[src/rtl/cache_mem_arb.sv]
// cache_mem_arb: lets two requesters share one single-port SRAM.
// After reset, or after a clear pulse, every word of the SRAM is written
// with zero. Once that is done, the SRAM is handed to requesters A and B,
// with round-robin arbitration when both ask in the same cycle.
//
// state | meaning
// INIT  | writing 0 to word cnt_q each cycle; no grants; o_init_busy=1
// RUN   | arbitrating A/B, at most one SRAM access per cycle
module cache_mem_arb #(
  parameter int ADDR_W = 8,
  parameter int DATA_W = 32
) (
  input  logic              i_clk,
  input  logic              i_reset,
  input  logic              i_clear,
  input  logic              i_a_req,
  input  logic              i_a_write,
  input  logic [ADDR_W-1:0] i_a_addr,
  input  logic [DATA_W-1:0] i_a_wdata,
  input  logic              i_b_req,
  input  logic              i_b_write,
  input  logic [ADDR_W-1:0] i_b_addr,
  input  logic [DATA_W-1:0] i_b_wdata,
  output logic              o_a_gnt,
  output logic              o_b_gnt,
  output logic              o_a_rvalid,
  output logic              o_b_rvalid,
  output logic [DATA_W-1:0] o_a_rdata,
  output logic [DATA_W-1:0] o_b_rdata,
  output logic              o_mem_enable,
  output logic              o_mem_write,
  output logic [ADDR_W-1:0] o_mem_addr,
  output logic [DATA_W-1:0] o_mem_wdata,
  input  logic [DATA_W-1:0] i_mem_rdata,
  output logic              o_init_busy
);

  typedef enum logic {ST_INIT, ST_RUN} state_t;

  state_t            state_q, state_d;
  logic [ADDR_W-1:0] cnt_q, cnt_d;
  // 1 when B wins the next tie, i.e. A was granted most recently
  logic              prio_b_q;
  logic              a_rv_q, b_rv_q;
  logic              gnt_a, gnt_b;

  // Next state, clear counter, arbitration and SRAM port mux
  always_comb begin
    state_d      = state_q;
    cnt_d        = cnt_q;
    gnt_a        = 1'b0;
    gnt_b        = 1'b0;
    o_mem_enable = 1'b0;
    o_mem_write  = 1'b0;
    o_mem_addr   = '0;
    o_mem_wdata  = '0;
    o_init_busy  = 1'b0;
    case (state_q)
      ST_INIT: begin
        // Clear requests are ignored here. The counter wraps to 0 after
        // the last word, so RUN is entered with the counter already at 0.
        o_init_busy  = 1'b1;
        o_mem_enable = 1'b1;
        o_mem_write  = 1'b1;
        o_mem_addr   = cnt_q;
        cnt_d        = cnt_q + ADDR_W'(1);
        if (cnt_q == {ADDR_W{1'b1}}) state_d = ST_RUN;
      end
      ST_RUN: begin
        if (i_a_req && (!i_b_req || !prio_b_q)) gnt_a = 1'b1;
        else if (i_b_req)                       gnt_b = 1'b1;
        if (gnt_a) begin
          o_mem_enable = 1'b1;
          o_mem_write  = i_a_write;
          o_mem_addr   = i_a_addr;
          o_mem_wdata  = i_a_wdata;
        end else if (gnt_b) begin
          o_mem_enable = 1'b1;
          o_mem_write  = i_b_write;
          o_mem_addr   = i_b_addr;
          o_mem_wdata  = i_b_wdata;
        end
        // An access granted in this same cycle still completes. Its
        // read data comes back during the first INIT cycle.
        if (i_clear) begin
          state_d = ST_INIT;
          cnt_d   = '0;
        end
      end
      default: state_d = ST_INIT;
    endcase
  end

  // State, counter, round-robin pointer and read-valid pipeline
  always_ff @(posedge i_clk or posedge i_reset) begin
    if (i_reset) begin
      state_q  <= ST_INIT;
      cnt_q    <= '0;
      prio_b_q <= 1'b0;
      a_rv_q   <= 1'b0;
      b_rv_q   <= 1'b0;
    end else begin
      state_q <= state_d;
      cnt_q   <= cnt_d;
      if (gnt_a)      prio_b_q <= 1'b1;
      else if (gnt_b) prio_b_q <= 1'b0;
      a_rv_q <= gnt_a && !i_a_write;
      b_rv_q <= gnt_b && !i_b_write;
    end
  end

  assign o_a_gnt    = gnt_a;
  assign o_b_gnt    = gnt_b;
  assign o_a_rvalid = a_rv_q;
  assign o_b_rvalid = b_rv_q;
  assign o_a_rdata  = i_mem_rdata;
  assign o_b_rdata  = i_mem_rdata;

endmodule

[config.mk]
export PLATFORM = sky130hd
export DESIGN_NAME = cache_mem_arb
export DESIGN_NICKNAME = d
export VERILOG_FILES = /design/src/rtl/cache_mem_arb.sv
export SDC_FILE = /design/constraint.sdc
export NUM_CORES = 1
export LEC_CHECK = 0
export BUFFER_PORTS_ARGS = -buffer_cell sky130_fd_sc_hd__buf_4
export CAP_MARGIN = 25
export CORE_AREA = 5 5 86 88
export CTS_CLUSTER_SIZE = 14
export DETAILED_ROUTE_END_ITERATION = 7
export DIE_AREA = 0 0 91 93
export PLACE_DENSITY = 0.75
export SYNTH_ARGS = -nofsm -noshare
export SYNTH_HDL_FRONTEND = slang
export SYNTH_SLANG_ARGS = --single-unit
[constraint.sdc]
create_clock -name i_clk -period 1.5 [get_ports i_clk]
set_input_delay 0.15 -clock i_clk [delete_from_list [all_inputs] [get_ports i_clk]]
set_output_delay 0.15 -clock i_clk [all_outputs]
set_load 0.02 [all_outputs]
* Word-level counts from Yosys, hierarchy flattened
Index checks and enable logic that the tools add are counted.
** Cells by class
- Add/subtract/negate cells :: 1
- Eq/ne operators :: 2
- Mux-type cells :: 27
- Bitwise operators :: 1
- Reductions and logical operators :: 9
** Operators by type and width (count)
- $mux W32 :: 3
- $pmux W8 S2 :: 2
- $mux W8 :: 3
- $mux W1 :: 16
- $add A8 B1 Y8 const B :: 1
- $eq A8 B8 Y1 const B :: 1
- $pmux W1 S2 :: 3
- $logic_not A1 Y1 :: 4
- $logic_and A1 B1 Y1 :: 3
- $ne A2 B2 Y1 const B :: 1
- $reduce_bool A2 Y1 :: 1
- $logic_or A1 B1 Y1 :: 1
- $not A1 Y1 :: 1
** Word-level totals
- Bits in registers :: 12
- Input port bits :: 119
- Output and inout port bits :: 111

* Logic depth before layout (Yosys ltp)
- Depth after elaboration :: 8
- Mapped depth :: 5
- Gate-level depth less buffers :: 4

* Least setup slack after synthesis
No wires, ideal clock.
- Kind :: flip-flop to output port
- From :: register prio_b_q
- To :: output o_mem_addr[1]
- Arrival time :: 1335 ps
- Required time :: 1350 ps
- Slack :: 15 ps
- Cell stages (with the launch flop) :: 6
- Path buffers :: 2
- Cell sequence :: dfrtp_1 > nand2b_1 > and3_1 > buf_6 > buf_6 > a221o_1
** On the way
- Cells in the longest elaborated chain, start to end :: 8
** RTL lines
- start, declared :: RTL line 43 : logic prio_b_q;
- start signal, assigned :: RTL line 99 : prio_b_q <= 1'b0;
- start signal, assigned :: RTL line 105 : if (gnt_a) prio_b_q <= 1'b1;
- start signal, assigned :: RTL line 106 : else if (gnt_b) prio_b_q <= 1'b0;
- $logic_not A1 Y1 (*) :: RTL line 70 : if (i_a_req && (!i_b_req || !prio_b_q)) gnt_a = 1'b1;
- $logic_or A1 B1 Y1 (*) :: RTL line 70
- $logic_and A1 B1 Y1 (*) :: RTL line 70
- $mux W1 :: RTL line 70
- $mux W1 :: RTL line 58 : case (state_q)
- $mux W8 :: RTL line 77 : end else if (gnt_b) begin
- $mux W8 (*) :: RTL line 72 : if (gnt_a) begin
- $pmux W8 S2 (*) :: RTL line 58
- end, declared :: RTL line 32 : output logic [ADDR_W-1:0] o_mem_addr,
Every way passes the cells marked *; elsewhere a longest branch is shown, timed or not. The select of a mux whose other input is x is not followed.

* Final worst setup path
- From :: register prio_b_q
- To :: output o_mem_wdata[3]
** On the way
- Cells in the longest elaborated chain, start to end :: 8
** RTL lines
- $logic_not A1 Y1 (*) :: RTL line 70
- $logic_or A1 B1 Y1 (*) :: RTL line 70
- $logic_and A1 B1 Y1 (*) :: RTL line 70
- $mux W1 :: RTL line 70
- $mux W1 :: RTL line 58
- $mux W32 :: RTL line 77
- $mux W32 (*) :: RTL line 72
- $mux W32 (*) :: RTL line 58
- end, declared :: RTL line 33 : output logic [DATA_W-1:0] o_mem_wdata,
Marked as above.

==> flow_metrics.tcl <==
set metrics [dict create \
    post-route-period-util_pct 115 \
    drtIter0Drc 41 \
    final_common_cell "buf_4" \
    rows 30 \
    start_util_pct 24.0 \
    status "complete, but fails checks" \
    fmax_mhz 581 \
    vias_per_cell 4.86 \
    layout-drive-gt1-share_pct 61.7 \
    grt_setup_unrepaired "yes" \
    p_per_area_mw_per_mm2 941 \
    p_leak_uw 0.00122 \
    hold_violations 0 \
    placed_cells_incl_taps 329 \
    synth.distinct_cells 33 \
    worst_pin_slew_ps 443 \
    synth_top_family_by_area "buffers and inverters" \
    fp.dieArea_mm2 0.00846 \
    final_core_utilization_pct 37.4 \
    die_x_um 91 \
    ios 230 \
    slew_headroom_pct 70.5 \
    path_max_fanout 7 \
    avgSynthCellArea_um2 8.61 \
    synth_xor_area_share_pct 1.11 \
    cts_htree_levels 1 \
    grt_max_degree 24 \
    antenna_left 0 \
    die_h_um 93 \
    crit_type "register to output port" \
    wl_per_cell_um 17.4 \
    ys_warn_count 0 \
    power.switching_uw 882 \
    fin_setup_tns_ps -7290 \
    synthSimpleGateAreaFrac_pct 11.4 \
    p_total_uw 2310 \
    antenna_cells 0 \
    first_pass_iters 4 \
    grt_first_pass_wirelength_um 8740 \
    final.min_clock_period_ps 1720 \
    synthMuxAreaShare_pct 0.635 \
    clk_pin_slew_ps 50 \
    setup_ws_ps -221 \
    num_vias 1634 \
    hold_class "primary input to register" \
    core_mm2 0.00657 \
    port_buffers 133 \
    grt_pass1_vias 1681 \
    synth_seq_cells 12 \
    most-common-layout-cells "buf_4 (114), a22o_1 (32), buf_6 (27)" \
    cts_buffer_depth 2 \
    yosysSeqAreaShare_pct 19.1 \
    p_int_uw 1430 \
    antenna_found_initial 0 \
    synth_nets 303 \
    ir_worst_vdd_mv 0.682 \
    tritoncts "done" \
    end_kind "output port" \
    synthAdderAreaFrac_pct 0.794 \
    finalSetupViolations 40 \
    p_seq_share_pct 27.5 \
    finalNetCount 377 \
    critPathArrivalTime_ps 1570 \
    cts_num_sinks 12 \
    cts-buffers-inserted 3 \
    ctsRootBufferMaster "clkbuf_8" \
    max_cap_viol_count 0 \
    grt_util_all_layers_pct 12.5 \
    synthToLayoutAreaGrowth_pct 55.8 \
    final_cells 336 \
    cp.required_ps 1350 \
    violations "setup timing" \
    grt_overflow 0 \
    insertion_delay_ps 240 \
    post-route-drc-count 0 \
    pre_cts_ws_ps -106 \
    syn_inst 183 \
    finalMaxSlewViolations 0 \
    start_kind "register" \
    dp_hpwl_um 4760 \
    routed_wl_um 5840 \
    sw_frac_of_total_pct 38.2 \
    combinationalPowerShare_pct 57.1 \
    synth_compound_area_share_pct 29.8 \
    globalplace.congestion 0.772 \
    clkPwrFrac_pct 15.4 \
    syn-cell-area_mm2 0.00158 \
    skew_ps 2.21 \
]
stage by stage:
step	hold slack, ps	area [um^2]
2_1_floorplan	14.7	1580
6_report	86.2	2450
3_5_place_dp	190	2190
3_3_place_gp	196	2190
4_1_cts	76.6	2430
5_1_grt	92.5	2450
kinds of logic after synthesis:
| logic type | Yosys count |
|---|---|
| buffers and inverters | 79 |
| AOI/OAI and AO/OA | 56 |
| and+or+nand+nor | 32 |
| DFF | 12 |
| xor gates and xnor gates | 2 |
| muxes | 1 |
| adders and majority gates | 1 |
power groups by stage:
stage	sequential (uW)	clock, uW	combinational, uW
2_1_floorplan	538	0	988
3_3_place_gp	620	0	1180
3_5_place_dp	629	0	1210
4_1_cts	625	363	1320
5_1_grt	653	377	1430
6_report	635	356	1320
per-layer routing:
metal	global-route usage, %	routed length, um	vias up
met5	0	0	-
met4	3.67	93	0
met3	4.42	606	26
met2	20.7	2840	102
met1	15.3	2300	754
li1	-	-	752
critical path, cell delays in order, from the launching register on:
cell       delay, ps
dfrtp_1          400
nand2b_4         150
and3_4           170
bufbuf_16        270
a22o_1           200
buf_6            130
cells in the mapped netlist (all sizes together):
cell type	n	area, um^2
or4	1	7.51
inv	1	3.75
a21o	1	7.51
a21oi	3	15.0
clkinv	1	3.75
a22o	32	280
a221o	7	70.1
nand2b	1	6.26
ha	1	12.5
xnor2	2	17.5
mux2i	1	10.0
nor2b	7	43.8
a41oi	1	8.76
a31oi	1	6.26
o31ai	1	7.51
and4bb	1	12.5
o2bb2ai	1	8.76
and3	6	37.5
and2	1	6.26
nand4	1	6.26
o22ai	2	12.5
nor2	2	7.51
a21boi	1	11.3
or3	1	6.26
nand2	8	30.0
a32oi	2	17.5
nand3	3	15.0
o21ai	3	15.0
a31o	1	8.76
dfrtp	12	300
buf	77	579
timing repair:
item	4_1_cts	5_1_grt
hold endpoints to repair	12	0
endpoints found under the setup margin	44	42
gates cloned	2	0
hold buffers	1	0
gates resized for setup	29	5
pin swaps	5	5
setup buffers	1	1
flip-flops by register name, summed over array words and instances, names as in the netlist:
register,flops
o_a_rvalid,1
o_b_rvalid,1
state_q,1
cnt_q,8
prio_b_q,1
area by class of cell:
class                           count  area, um^2
Inverter                            2        12.5
Fill cell                         657        4110
Tap cell                           80         100
Clock buffer                        4        55.1
Sequential cell                    12         302
Timing Repair Buffer              146        1270
Multi-Input combinational cell     92         711
final timing paths:
path                                 from        endpoint  slack [ps]  depth (start not counted)
worst max register to register   cnt_q[1]         state_q          90                          4
max in group asynchronous         i_reset         state_q         710                          3
worst max-delay path             prio_b_q  o_mem_wdata[3]        -220                          5
worst min register to register   prio_b_q        prio_b_q         550                          2
min in group asynchronous         i_reset        cnt_q[1]         460                          3
worst min-delay path            i_b_write      o_b_rvalid          90                          2
Note: power is estimated with default switching activity, not from simulation.
